## config.mk

```make
export PLATFORM = sky130hd
export DESIGN_NAME = i2c_target_responder
export DESIGN_NICKNAME = d
export VERILOG_FILES = /design/src/rtl/i2c_target_responder.sv
export SDC_FILE = /design/constraint.sdc
export NUM_CORES = 1
export LEC_CHECK = 0
export CAP_MARGIN = 20
export CORE_MARGIN = 5
export CORE_UTILIZATION = 40
export CTS_CLUSTER_DIAMETER = 30
export DETAILED_ROUTE_END_ITERATION = 12
export HOLD_SLACK_MARGIN = 0.15
export SLEW_MARGIN = 10
export SYNTH_ARGS = -nofsm -noshare
export SYNTH_HDL_FRONTEND = slang
export SYNTH_SLANG_ARGS = --single-unit
```

## constraint.sdc

```tcl
create_clock -name clk -period 4.1 [get_ports clk]
set_clock_uncertainty 0.05 [all_clocks]
set_input_delay 0.615 -clock clk [delete_from_list [all_inputs] [get_ports clk]]
set_output_delay 0.615 -clock clk [all_outputs]
set_load 0.05 [all_outputs]
```

## src/rtl/i2c_target_responder.sv

```systemverilog
// i2c_target_responder: I2C target at DEV_ADDR with a 16-bit write capture and a 16-bit read source.
// Define I2C_TARGET_GLITCH_FILTER_EN to add a 3-sample majority filter on SCL/SDA ahead of edge detection.
module i2c_target_responder #(
  parameter logic [6:0] DEV_ADDR = 7'h60
) (
  input  logic        clk,
  input  logic        rst_n,
  input  logic        scl_in,
  input  logic        sda_in,
  output logic        sda_oe,
  output logic [15:0] wr_data,
  output logic        wr_bytes,
  output logic        wr_valid,
  input  logic [15:0] rd_data,
  output logic        rd_strobe,
  output logic        busy
);
  typedef enum logic [2:0] {IDLE, ADDR, ADDR_ACK, WR_BYTE, WR_ACK, RD_BYTE, RD_ACK, IGNORE} state_t;
  state_t state, state_n;
  logic scl_s1, scl_s2, sda_s1, sda_s2, scl_f, sda_f, scl_d, sda_d;
  logic rise, fall, start, stop, match, ack, oe_n, rw, rd_lo, flush;
  logic [3:0] bitcnt;
  logic [7:0] sh, tx, nb;
  logic [15:0] rd_buf, wr_buf;
  logic [1:0] wr_cnt;

  always_ff @(posedge clk or negedge rst_n)
    if (!rst_n) {scl_s1, scl_s2, sda_s1, sda_s2, scl_d, sda_d} <= '1;
    else begin
      {scl_s1, scl_s2, sda_s1, sda_s2} <= {scl_in, scl_s1, sda_in, sda_s1};
      {scl_d, sda_d} <= {scl_f, sda_f};
    end

`ifdef I2C_TARGET_GLITCH_FILTER_EN
  logic [1:0] scl_h, sda_h;
  always_ff @(posedge clk or negedge rst_n)
    if (!rst_n) {scl_h, sda_h} <= '1;
    else begin
      scl_h <= {scl_h[0], scl_s2};
      sda_h <= {sda_h[0], sda_s2};
    end
  assign scl_f = (scl_s2 & scl_h[0]) | (scl_s2 & scl_h[1]) | (scl_h[0] & scl_h[1]);
  assign sda_f = (sda_s2 & sda_h[0]) | (sda_s2 & sda_h[1]) | (sda_h[0] & sda_h[1]);
`else
  assign scl_f = scl_s2;
  assign sda_f = sda_s2;
`endif

  assign rise  = scl_f & ~scl_d;
  assign fall  = ~scl_f & scl_d;
  assign start = scl_f & scl_d & sda_d & ~sda_f;
  assign stop  = scl_f & scl_d & ~sda_d & sda_f;
  assign match = sh[7:1] == DEV_ADDR;
  assign ack   = ~sh[0];
  assign nb    = (state == ADDR_ACK || rd_lo) ? rd_buf[15:8] : rd_buf[7:0];
  assign busy  = state != IDLE;

  always_comb begin
    state_n = state;
    oe_n = sda_oe;
    if (stop) begin
      state_n = IDLE;
      oe_n = 1'b0;
    end else if (start) begin
      state_n = ADDR;
      oe_n = 1'b0;
    end else if (fall)
      case (state)
        ADDR: if (bitcnt == 4'd8) begin
          state_n = match ? ADDR_ACK : IGNORE;
          oe_n = match;
        end
        ADDR_ACK: begin
          state_n = rw ? RD_BYTE : WR_BYTE;
          oe_n = rw & ~nb[7];
        end
        WR_BYTE: if (bitcnt == 4'd8) begin
          state_n = wr_cnt == 2'd2 ? IGNORE : WR_ACK;
          oe_n = wr_cnt != 2'd2;
        end
        WR_ACK: begin
          state_n = WR_BYTE;
          oe_n = 1'b0;
        end
        RD_BYTE: begin
          state_n = bitcnt == 4'd8 ? RD_ACK : RD_BYTE;
          oe_n = (bitcnt != 4'd8) & ~tx[7];
        end
        RD_ACK: begin
          state_n = ack ? RD_BYTE : IGNORE;
          oe_n = ack & ~nb[7];
        end
        default: ;
      endcase
  end

  always_ff @(posedge clk or negedge rst_n)
    if (!rst_n) begin
      state <= IDLE;
      sda_oe <= 1'b0;
    end else begin
      state <= state_n;
      sda_oe <= oe_n;
    end

  always_ff @(posedge clk or negedge rst_n)
    if (!rst_n) begin
      {rd_strobe, flush, wr_valid, wr_bytes, rw, rd_lo} <= '0;
      {sh, tx, bitcnt, wr_cnt} <= '0;
      {wr_data, wr_buf, rd_buf} <= '0;
    end else begin
      rd_strobe <= fall && state == ADDR && bitcnt == 4'd8 && match && sh[0];
      flush <= (start | stop) && wr_cnt != 2'd0;
      wr_valid <= flush;
      if (rise) begin
        sh <= {sh[6:0], sda_f};
        bitcnt <= bitcnt + 4'd1;
      end
      if (start | stop) begin
        bitcnt <= 4'd0;
        wr_cnt <= 2'd0;
        if (wr_cnt != 2'd0) begin
          wr_data <= wr_cnt == 2'd1 ? {wr_buf[15:8], 8'h00} : wr_buf;
          wr_bytes <= wr_cnt[1];
        end
      end else if (fall) begin
        if (state inside {ADDR_ACK, WR_ACK, RD_ACK}) bitcnt <= 4'd0;
        if (state == ADDR && bitcnt == 4'd8) begin
          rw <= sh[0];
          if (match && sh[0]) rd_buf <= rd_data;
        end
        if (state == WR_BYTE && bitcnt == 4'd8 && wr_cnt != 2'd2) begin
          wr_cnt <= wr_cnt + 2'd1;
          if (wr_cnt == 2'd0) wr_buf[15:8] <= sh;
          else wr_buf[7:0] <= sh;
        end
        if (state == ADDR_ACK || (state == RD_ACK && ack)) begin
          tx <= {nb[6:0], 1'b0};
          rd_lo <= state == RD_ACK && !rd_lo;
        end
        if (state == RD_BYTE && bitcnt != 4'd8) tx <= {tx[6:0], 1'b0};
      end
    end
endmodule

```

==> flow_summary.json <==
{
  "syn-mean-instance-area_um2": 13.2,
  "antenna_found_initial": 0,
  "synth_area_um2": 3870,
  "synth_top_area_share_pct": 51.1,
  "insertion_delay_ps": 360,
  "worst_slew_pin_slew_ps": 1070,
  "cts_setup_buffers": 0,
  "diodes": 0,
  "synth_area_leaders": "dfrtp_1 51%, mux2_2 7.6%, mux2_1 6.7%",
  "drive_gt1_share_pct": 21.0,
  "final_common_cell": "dfrtp_1",
  "cellLeakagePower_nw": 2.09,
  "synthesis.nets": 318,
  "dpl.hpwl_um": 5060,
  "final.period_utilization_pct": 70.2,
  "hold_class": "in -> async",
  "fp-row-count": 36,
  "first_iter_violations": 174,
  "cts_resized": 0,
  "grt_pass1_vias": 2480,
  "synth-seq-area-share_pct": 55.1,
  "grt_pass1_wl_um": 12900,
  "yosys_warnings": 0,
  "htreeDepth": 3,
  "cts_tree": "done",
  "hold_violations": 0,
  "core_um2": 9590,
  "grt_util_all_layers_pct": 14.0,
  "max-vdd-ir-drop_uv": 223,
  "synth_cells": 293,
  "die_h_um": 108,
  "ant_nets": 0,
  "drv_cap": 0,
  "final_cell_mix": "79 x dfrtp_1, 39 x clkdlybuf4s50_1, 26 x mux2_2",
  "whs_ps": 189,
  "worstSetupEndpointType": "output port",
  "arrival_ps": 2210,
  "portBuffers": 40,
  "setup_viol": 0,
  "wl_per_cell_um": 16.2,
  "dr.pass1.iters": 5,
  "rsz0062_at_grt": "no",
  "synth.distinct_cells": 54,
  "syn_to_final_growth_pct": 18.4,
  "async_reset_ff_share_pct": 100,
  "clkTransAtPathRegs_ps": 90,
  "critPathRequiredTime_ps": 3430,
  "crit_fanout": 21,
  "slew_headroom_pct": 28.6,
  "synth-edff-count": 0,
  "initial_core_util_pct": 40.4,
  "die-area_um2": 11700,
  "vias_per_cell": 5.09,
  "cp-start-kind": "flip-flop",
  "powerDensity_nw_per_um2": 483,
  "die_w_um": 108,
  "yosysTopAreaCell": "dfrtp_1",
  "drc_errors": 0,
  "vias": 2397,
  "cts_sinks": 85,
  "cts_buffers": 9,
  "slew_viol_final": 0,
  "grt_max_degree": 86,
  "max_clock_freq_mhz": 347,
  "nets": 358,
  "overflow": 0,
  "synth.ff_latch_count": 85,
  "synth-main-ff-cell": "dfrtp_1",
  "wl_um": 7620,
  "clk_path_buf_depth": 2,
  "postCtsHoldBufs": 0,
  "place.gp.congestion": 0.842,
  "root_buffer": "clkbuf_8",
  "fin_setup_tns_ps": 0,
  "crit_type": "reg -> out",
  "outcome": "completed",
  "fillers": 858,
  "period_minus_slack_ps": 2880,
  "io_pins": 41
}
[through the flow]
stage          std cells  instance area [um2]  total power [mW]  utilization, %  setup slack, ps
2_1_floorplan        293                 3870              1.46               -             2190
3_3_place_gp         454                 4360              1.60            45.5             1620
3_5_place_dp         454                 4360              1.62            45.5             1600
4_1_cts              470                 4570              2.24            47.6             1190
5_1_grt              471                 4590              2.35            47.8             1090
6_report             471                 4590              2.22            47.8             1220
[layer usage]
layer / up-vias / global-route usage (%) / routed length, um
met5: - / 0 / 0
met4: 0 / 4.33 / 103
met3: 10 / 4.24 / 329
met2: 50 / 21.2 / 3440
met1: 1193 / 19.5 / 3750
li1: 1144 / - / -
[registers in the layout (all words and copies together), names as in the netlist]
register,flops
bitcnt,4
flush,1
rd_buf,16
rd_lo,1
rd_strobe,1
rw,1
scl_d,1
scl_f,1
scl_s1,1
sda_d,1
sda_f,1
sda_oe,1
sda_s1,1
sh,8
state,3
tx,7
wr_buf,16
wr_bytes,1
wr_cnt,2
wr_data,16
wr_valid,1
[power breakdown]
part           switching [mW]  leakage [nW]  internal, mW
Combinational           0.247         0.887         0.231
Sequential              0.174          1.10         0.951
Clock                   0.326         0.100         0.289
Total                   0.747          2.09          1.47
[synth_stat cells, types with 2 or more instances]
library cell	count
nor3_1	3
xor2_1	3
ha_1	5
o31ai_1	2
inv_1	9
nand3_1	7
o21ai_0	9
mux2_1	23
mux2i_1	3
clkbuf_1	2
a21oi_1	9
nand2_1	4
mux2_4	10
buf_6	2
o211ai_1	3
and3_1	2
xnor2_1	2
buf_2	6
o22ai_1	3
nor2b_1	13
dfstp_2	6
and4bb_1	2
a221o_1	5
mux2_2	26
a211oi_1	3
nand2b_1	5
a21o_1	2
nor4_4	2
nor2_1	13
nand3b_1	4
a31oi_1	2
and2_1	2
dfrtp_1	79
buf_4	2
[kinds of logic after synthesis]
family                   after synthesis  synth area share, %
flip-flops                            85                 55.1
AO/OA/AOI/OAI                         44                 7.75
multiplexers                          62                 18.9
buffers and inverters                 21                 2.81
XOR/XNOR                               5                 1.13
AND/OR/NAND/NOR                       71                 12.7
adder cells (fa/ha/maj)                5                 1.62
[final timing paths]
kind | from | to | slack, ps | cells after the start
setup / recovery | state[2] | busy | 1220 | 3
hold / removal | rst_n | rd_buf[11] | 190 | 1
setup reg to reg | bitcnt[0] | wr_buf[3] | 1660 | 6
hold reg to reg | flush | wr_valid | 310 | 0
max in group asynchronous | rst_n | wr_data[6] | 3190 | 2
min in group clk | flush | wr_valid | 310 | 0
[layout make-up]
type,count,area (um2),share of cell area [%]
Inverter,9,33.8,0.736
Clock inverter,7,81.3,1.77
Timing Repair Buffer,41,418,9.11
Clock buffer,9,124,2.70
Sequential cell,85,2130,46.5
Multi-Input combinational cell,187,1630,35.5
Tap cell,133,166,3.63
[worst max-delay path, stage by stage, from the launching register on]
cell and delay, ps:
dfrtp_1 770, nor2_1 170, nand2_1 120, clkdlybuf4s50_1 810
Note: power is estimated with default switching activity, not from simulation.
